$ cat src/rtl/band_level_meter.sv
// Per-column level meter: rectify, peak-envelope follower, per-frame log2 bar height
// and a falling peak-hold marker for one display column.
module band_level_meter #(
    parameter int ROWS           = 8,
    parameter int LEVEL_W        = 4,
    parameter int DECAY_SHIFT    = 4,
    parameter int UPDATE_SAMPLES = 512,
    parameter int HOLD_FRAMES    = 16
) (
    input  logic               clk,
    input  logic               rst_n,
    input  logic               sample_valid,
    input  logic [15:0]        sample_in,
    input  logic               clear,
    output logic [14:0]        envelope,
    output logic [LEVEL_W-1:0] level,
    output logic [LEVEL_W-1:0] peak_level,
    output logic               level_valid
);

    localparam int          CNT_W    = (UPDATE_SAMPLES > 1) ? $clog2(UPDATE_SAMPLES) : 1;
    localparam int          HOLD_W   = $clog2(HOLD_FRAMES + 1);
    localparam int          Q_OFFSET = 14 - ROWS;
    localparam logic [14:0] Q_MIN    = 15'(1 << (15 - ROWS));
    localparam logic [CNT_W-1:0] CNT_LAST = CNT_W'(UPDATE_SAMPLES - 1);

    // Strobe semantics: sample_valid is a one-cycle qualifier with no ready/backpressure;
    // every strobe is consumed, and level_valid is a one-cycle pulse with no acknowledge.

    logic [14:0]        abs_q, abs_d;
    logic               abs_v_q, abs_v_d;
    logic [14:0]        env_q, env_d;
    logic [14:0]        fmax_q, fmax_d;
    logic [14:0]        close_max_q, close_max_d;
    logic               close_q, close_d;
    logic [CNT_W-1:0]   cnt_q, cnt_d;
    logic [LEVEL_W-1:0] level_q, level_d;
    logic [LEVEL_W-1:0] peak_q, peak_d;
    logic [HOLD_W-1:0]  hold_q, hold_d;
    logic               lvl_v_q, lvl_v_d;

    logic [14:0]        mag;
    logic [15:0]        neg;
    logic [14:0]        decay;
    logic [14:0]        env_max;
    logic [LEVEL_W-1:0] new_lvl;
    logic [LEVEL_W-1:0] peak_dec;

    function automatic logic [LEVEL_W-1:0] quantise(input logic [14:0] x);
        logic [3:0] msb;
        msb = '0;
        for (int i = 0; i < 15; i++) begin
            if (x[i]) msb = 4'(i);
        end
        if (x < Q_MIN) return '0;
        else if (int'(msb) - Q_OFFSET >= ROWS) return LEVEL_W'(ROWS);
        else return LEVEL_W'(int'(msb) - Q_OFFSET);
    endfunction

    // -32768 has no 15-bit magnitude, so it saturates to full scale.
    always_comb begin
        neg = 16'(~sample_in + 16'd1);
        if (!sample_in[15])              mag = sample_in[14:0];
        else if (sample_in == 16'h8000)  mag = 15'h7fff;
        else                             mag = neg[14:0];
    end

    assign decay    = env_q >> DECAY_SHIFT;
    assign env_max  = (fmax_q > env_d) ? fmax_q : env_d;
    assign new_lvl  = quantise(close_max_q);
    assign peak_dec = peak_q - LEVEL_W'(1);

    always_comb begin
        abs_d       = abs_q;
        abs_v_d     = 1'b0;
        env_d       = env_q;
        fmax_d      = fmax_q;
        close_max_d = close_max_q;
        close_d     = 1'b0;
        cnt_d       = cnt_q;
        level_d     = level_q;
        peak_d      = peak_q;
        hold_d      = hold_q;
        lvl_v_d     = 1'b0;

        if (sample_valid) begin
            abs_d   = mag;
            abs_v_d = 1'b1;
        end

        if (abs_v_q) begin
            // The final -1 step guarantees the envelope settles at exactly zero.
            if (abs_q > env_q)      env_d = abs_q;
            else if (decay != '0)   env_d = env_q - decay;
            else if (env_q != '0)   env_d = env_q - 15'd1;
            else                    env_d = '0;
        end

        // env_max depends on env_d, so the frame bookkeeping follows the envelope update.
        if (abs_v_q) begin
            if (cnt_q == CNT_LAST) begin
                cnt_d       = '0;
                close_d     = 1'b1;
                close_max_d = env_max;
                fmax_d      = '0;
            end else begin
                cnt_d  = cnt_q + CNT_W'(1);
                fmax_d = env_max;
            end
        end

        if (close_q) begin
            level_d = new_lvl;
            lvl_v_d = 1'b1;
            if (new_lvl >= peak_q) begin
                peak_d = new_lvl;
                hold_d = HOLD_W'(HOLD_FRAMES);
            end else if (hold_q != '0) begin
                hold_d = hold_q - HOLD_W'(1);
            end else begin
                peak_d = (new_lvl > peak_dec) ? new_lvl : peak_dec;
            end
        end

        if (clear) begin
            abs_d       = '0;
            abs_v_d     = 1'b0;
            env_d       = '0;
            fmax_d      = '0;
            close_max_d = '0;
            close_d     = 1'b0;
            cnt_d       = '0;
            level_d     = '0;
            peak_d      = '0;
            hold_d      = '0;
            lvl_v_d     = 1'b0;
        end
    end

    always_ff @(posedge clk or negedge rst_n) begin
        if (!rst_n) begin
            abs_q       <= '0;
            abs_v_q     <= 1'b0;
            env_q       <= '0;
            fmax_q      <= '0;
            close_max_q <= '0;
            close_q     <= 1'b0;
            cnt_q       <= '0;
            level_q     <= '0;
            peak_q      <= '0;
            hold_q      <= '0;
            lvl_v_q     <= 1'b0;
        end else begin
            abs_q       <= abs_d;
            abs_v_q     <= abs_v_d;
            env_q       <= env_d;
            fmax_q      <= fmax_d;
            close_max_q <= close_max_d;
            close_q     <= close_d;
            cnt_q       <= cnt_d;
            level_q     <= level_d;
            peak_q      <= peak_d;
            hold_q      <= hold_d;
            lvl_v_q     <= lvl_v_d;
        end
    end

    assign envelope    = env_q;
    assign level       = level_q;
    assign peak_level  = peak_q;
    assign level_valid = lvl_v_q;

endmodule
$ cat config.mk
export PLATFORM = sky130hd
export DESIGN_NAME = band_level_meter
export DESIGN_NICKNAME = d
export VERILOG_FILES = /design/src/rtl/band_level_meter.sv
export SDC_FILE = /design/constraint.sdc
export NUM_CORES = 1
export LEC_CHECK = 0
export ABC_AREA = 1
export CORE_ASPECT_RATIO = 1.2
export CORE_MARGIN = 2
export CORE_UTILIZATION = 55
export CTS_CLUSTER_SIZE = 12
export DETAILED_ROUTE_END_ITERATION = 7
export PLACE_DENSITY = 0.81
export SYNTH_ARGS = -nofsm -noshare
export SYNTH_HDL_FRONTEND = slang
export SYNTH_SLANG_ARGS = --single-unit
$ cat constraint.sdc
create_clock -name clk -period 3.4 [get_ports clk]
set_input_delay 0.34 -clock clk [delete_from_list [all_inputs] [get_ports clk]]
set_output_delay 0.34 -clock clk [all_outputs]
set_load 0.02 [all_outputs]
# Word-level counts from Yosys, hierarchy flattened
# Cells that the tools add are included.
[totals] wordCells=92 out_inout_bits=24 regBits=85 input_bits=20
[classes] n_lt_le_gt_ge=6 n_reduce_logical=11 eq_ne=3 bitwise_logic=1 n_addsub=7 muxes=53
[op_table] operator="two-way mux 15 bit" count=16
[op_table] operator="two-way mux 4 bit" count=22
[op_table] operator=">= comparator 32 x 5 -> 1 bit (second input constant)" count=1
[op_table] operator="greater-than comparator 15 bit" count=2
[op_table] operator="nonzero test 15 bit" count=2
[op_table] operator="two-way mux 9 bit" count=3
[op_table] operator="two-way mux 5 bit" count=4
[op_table] operator="== test 16 bit (second input constant)" count=1
[op_table] operator="adder 15 x 1 -> 15 bit (second input constant)" count=1
[op_table] operator="less-than comparator 15 x 8 -> 1 bit (second input constant)" count=1
[op_table] operator="NOT 15 bit" count=1
[op_table] operator="subtractor 15 x 1 -> 15 bit (second input constant)" count=1
[op_table] operator="subtractor 15 x 11 -> 15 bit" count=1
[op_table] operator="adder 9 x 1 -> 9 bit (second input constant)" count=1
[op_table] operator="== test 9 bit (second input constant)" count=1
[op_table] operator="two-way mux 1 bit" count=8
[op_table] operator="nonzero test 2 bit" count=4
[op_table] operator="AND reduction 2 bit" count=3
[op_table] operator="nonzero test 5 bit" count=1
[op_table] operator="subtractor 4 x 3 -> 5 bit (second input constant)" count=1
[op_table] operator="subtractor 5 x 1 -> 5 bit (second input constant)" count=1
[op_table] operator=">= comparator 4 bit" count=1
[op_table] operator="greater-than comparator 4 bit" count=1
[op_table] operator="subtractor 4 x 1 -> 4 bit (second input constant)" count=1
[op_table] operator="2 further kinds" count=2

# Longest topological paths before layout
[logic_depth] word_depth=24 ltp_mapped=29 mapped_depth_nobuf=28

# Worst setup path before layout
# No wires, ideal clock.
[synth_path] path_type="reg2reg" start="reg env_q[5], in the netlist envelope[5]" end="reg fmax_q[0]" setup_time_ps=117 required_ps=3283 n_path_buf=2 stages_incl_launch_ff=28 arrival_time_ps=3174 period_less_slack_ps=3291 path_slack_ps=109 path_cell_list="dfrtp_1 inv_1 ha_1 nand2_1 nor2_2 nand2_1 nand2_1 nand2_1 nand2_4 nand2_4 buf_12 nand3_1 nand3_1 nand2_1 inv_1 ha_1 inv_1 o31ai_1 nand2_1 nand2_1 nand2_1 nand2_1 nand2_2 inv_2 buf_4 nand2_1 nand3_1 nand2_1"
[synth_between] elab_chain_len=11 word_cells_on_any_way=15 cone_classes="add/sub (2); order compare (2); mux (9); reduce/logical (2)"
[synth_lines] element="start, declared" line="32" rtl="logic [14:0] env_q, env_d;"
[synth_lines] element="start signal, assigned" line="156" rtl="env_q <= env_d;"
[synth_lines] element="branches (longest 3 deep; another with subtractor 15 x 11 -> 15 bit)"
[synth_lines] element="two-way mux 15 bit (*)" line="93" rtl="if (abs_q > env_q) env_d = abs_q;"
[synth_lines] element="two-way mux 15 bit (*)" line="91" rtl="if (abs_v_q) begin"
[synth_lines] element="two-way mux 15 bit (*)" line="125" rtl="if (clear) begin"
[synth_lines] element="via env_d[2]" line="32"
[synth_lines] element="greater-than comparator 15 bit (*)" line="69" rtl="assign env_max = (fmax_q > env_d) ? fmax_q : env_d;"
[synth_lines] element="two-way mux 15 bit (*)" line="69"
[synth_lines] element="two-way mux 15 bit (*)" line="101" rtl="if (cnt_q == CNT_LAST) begin"
[synth_lines] element="two-way mux 15 bit (*)" line="100" rtl="if (abs_v_q) begin"
[synth_lines] element="two-way mux 15 bit (*)" line="125"
[synth_lines] element="end signal, assigned" line="157" rtl="fmax_q <= fmax_d;"
[synth_lines] element="end, declared" line="33" rtl="logic [14:0] fmax_q, fmax_d;"
# Mark *: on every way through the listed nets, which the timed path passes. The select of a mux whose other input is x is not followed.
# A chain may end at the register's enable or synchronous reset.

# Worst setup path in the final report
[layout_path] start="reg env_q[11], in the netlist envelope[11]" end="reg close_max_q[14]"
[layout_between] elab_chain_len=11 word_cells_on_any_way=15 cone_classes="add/sub (2); order compare (2); mux (9); reduce/logical (2)"
[layout_lines] element="subtractor 15 x 1 -> 15 bit or nonzero test 15 bit (tied branches)" line="95" rtl="else if (env_q != '0) env_d = env_q - 15'd1;"
[layout_lines] element="two-way mux 15 bit" line="95"
[layout_lines] element="two-way mux 15 bit" line="94" rtl="else if (decay != '0) env_d = env_q - decay;"
[layout_lines] element="two-way mux 15 bit" line="93"
[layout_lines] element="two-way mux 15 bit (*)" line="91"
[layout_lines] element="two-way mux 15 bit (*)" line="125"
[layout_lines] element="greater-than comparator 15 bit" line="69"
[layout_lines] element="two-way mux 15 bit (*)" line="69"
[layout_lines] element="two-way mux 15 bit (*)" line="101"
[layout_lines] element="two-way mux 15 bit (*)" line="100"
[layout_lines] element="two-way mux 15 bit (*)" line="125"
[layout_lines] element="end signal, assigned" line="158" rtl="close_max_q <= close_max_d;"
[layout_lines] element="end, declared" line="34" rtl="logic [14:0] close_max_q, close_max_d;"
# Mark *: on every way between the ends. The rest lies on a longest branch, timed or not. The select of a mux whose other input is x is not followed.

==> metrics.txt <==
core area 0.0116 mm^2; total CTS buffers 9; Final Net Count between 1k and 1.5k; fraction of layout cells with a size suffix above 1 21.2%; initial antenna violation count 0; post-synthesis register bit count between 80 and 90; Post-synth top cells nand2_1, inv_1, dfrtp_1; highest metal used met4; root buf cell clkbuf_16; Critical Path AT around 3700 ps; Mapped Avg Cell Area slightly below 7 um^2; total of max-cap violations 0; worst skew pair latency 350 ps; DR pass1 iterations 5; WL met3 1100 um; clock-pin slew of the registers on the worst-case setup and hold paths roughly 70 ps; dpl cell area between 0.007 and 0.008 mm^2; largest net degree at the start of global routing 85; clock buffer depth 2; routed len/inst 15.1 um; Yosys top cell area share 31.8%; top-count cell post-synth nand2_1; Synth Net Count 1051; WS Path Type flip-flop to flip-flop; Final ANT Viol Nets 0; Final Instance Area 0.00853 mm^2; Hold Crit Class input pin to async pin; CP startpoint kind flip-flop; CTS tree built; Tot Pwr about 3700 uW; leading area contributor after synthesis dfrtp_1; synth top area cells dfrtp_1, nand2_1, ha_1; min Tclk post-route 3420 ps; vias in the first global route 6246; total gr overflow 0; sequential cell area 0.00210 mm^2; pwr dens 434 mW/mm^2; ys flop type dfrtp_1; Clock Sinks 84; final slew viol count 0; Mapped Cells between 900 and 1k; Post-synth EDFFs 0; final worst setup slack -19.1 ps; DR iter-0 viols 532; Final setup viols 1; chip height between 100 and 150 um; reg2reg end close_max_q[14]$_DFFE_PN0P_; Yosys cell types 47; leakage power 0.00462 uW; worst rel slew slack 27.5%; RSZ-0062 raised after global routing true; Worst R2R Start envelope[11]$_DFF_PN0_; CP Data Required Time 3630 ps; Multi-input gate area between 0.004 and 0.005 mm^2; # fillers around 900; DP Wirelength 13600 um; sequential-to-total area share from yosys stat 31.8%; Fin. Hold Viols 0; crit path capture type flip-flop; IO Pins 44; drt drc 0; synthesis warning total 0; Die Footprint 0.0129 mm^2; Hold Buf Count CTS 0; # rows 43; first-pass GRT wire length 29600 um; Core Util, Final roughly three quarters; Synth Cell Area ~0.0066 mm^2; Max rail drop VDD 0.232 mV; Placer Congestion ~1; number of vias per cell 5.48; H-Tree Level Count 3; Detailed Route WL around 19000 um; Final period util 101%; Die Width 104 um; FF-to-FF path depth 26; R2R Setup Slk -20 ps; Total Routing Usage GR 28.7%; slew at the pin closest to its max-slew limit 1090 ps; Vias 6891; I/O Buffers 43; worst-path maximum fanout 10; failing checks negative setup slack; status finished with violations; M1 WL 7600 um; Inserted Diodes 0; FMAX 0.292 GHz; synth-to-layout area growth 29.0%; initial core utilization 56.9%; met2 wire len between 9000 and 10000 um; Clock Skew 6.97 ps; Fin Setup TNS -19.1 ps; Async SR Flop Fraction 100%
[layout by cell type (no fill, tap or decap), types with 18 or more instances in the layout]
cell,instances
nand2_1,307
nor2_1,64
o21ai_0,36
nand3_2,18
ha_1,36
dfrtp_1,82
inv_1,128
ha_4,18
buf_4,84
nand3_1,61
nand2_2,28
clkdlybuf4s50_1,42
a21oi_1,43
[where the power goes]
group | switching [uW] | internal [uW]
logic | 937 | 646
clock network | 450 | 583
registers | 42.9 | 1040
[how the worst max path moves through the flow]
| stage | from | end | slack, ps | cells past startpoint |
|---|---|---|---|---|
| final | envelope[11]$_DFF_PN0_ | close_max_q[14]$_DFFE_PN0P_ | -20 | 26 |
| after global placement | envelope[4]$_DFF_PN0_ | close_max_q[10]$_DFFE_PN0P_ | -60 | 26 |
| after global routing | envelope[11]$_DFF_PN0_ | close_max_q[10]$_DFFE_PN0P_ | -220 | 26 |
| after CTS | abs_q[14]$_DFFE_PN0P_ | fmax_q[10]$_DFFE_PN0P_ | 0.4 | 24 |
| after floorplan | envelope[5]$_DFF_PN0_ | fmax_q[0]$_DFFE_PN0P_ | 110 | 27 |
| after detailed placement | envelope[4]$_DFF_PN0_ | fmax_q[10]$_DFFE_PN0P_ | -40 | 24 |
[critical path, cell delays in order, from the launching register on]
cell and delay [ps]:
dfrtp_1 400, inv_4 80, ha_4 260, nand2_2 60
nor2_4 150, nand2_1 80, nor2_2 130, nand2_2 70
nand2_4 100, nand2_8 90, inv_4 90, nand2_1 90
nand3_2 100, nand2_1 70, ha_1 280, inv_1 70
nor4_2 300, nand2_1 80, nand2_1 70, nand2_1 60
nand2_2 80, nand2_4 80, buf_6 150, nand3_1 90
nand2_1 90, nand2_1 90, nand2_1 60
[registers in the layout (all words and copies together) (netlist names)]
signal	cells
abs_v_q	1
level	4
close_q	1
level_valid	1
envelope	15
abs_q	15
hold_q	5
fmax_q	15
cnt_q	9
peak_level	4
close_max_q	14
[stage by stage]
step | std cells | hold WS [ps] | worst slack [ps]
finish | 1258 | 182 | -19.1
global route | 1258 | 274 | -217
CTS | 1248 | 246 | 0.432
detailed placement | 1229 | 465 | -39.3
global placement | 1229 | 462 | -56.5
floorplan | 973 | 44.4 | 109
[area by class of cell]
type                            count  area share (%)
Clock buffer                        9            2.64
Clock inverter                      7           0.954
Inverter                          149            6.70
Multi-Input combinational cell    723            50.0
Sequential cell                    84            24.7
Tap cell                          157            2.30
Timing Repair Buffer              129            12.7
[kinds of logic (layout without fill, tap and decap cells)]
family,after synthesis,count (layout),share of synthesized area (%)
and+or+nand+nor,532,532,35.1
buffers and inverters,166,294,10.3
AOI/OAI and AO/OA,120,120,10.1
DFF,84,84,31.8
adders and majority gates,58,58,11.1
xor gates and xnor gates,13,13,1.72
[timing repair]
action,4_1_cts,5_1_grt
setup endpoints to repair,29,38
endpoints found under the hold margin,0,0
pin swaps,4,18
buffers inserted,3,10
gates resized for setup,12,93
[routing by layer]
metal / global-route usage [%] / up-vias
met2: 51.2 / 270
met4: 12.6 / 0
met1: 35.4 / 3195
met5: 0 / -
li1: - / 3357
met3: 3.35 / 69
No activity file was read; power rests on OpenSTA's default activity.
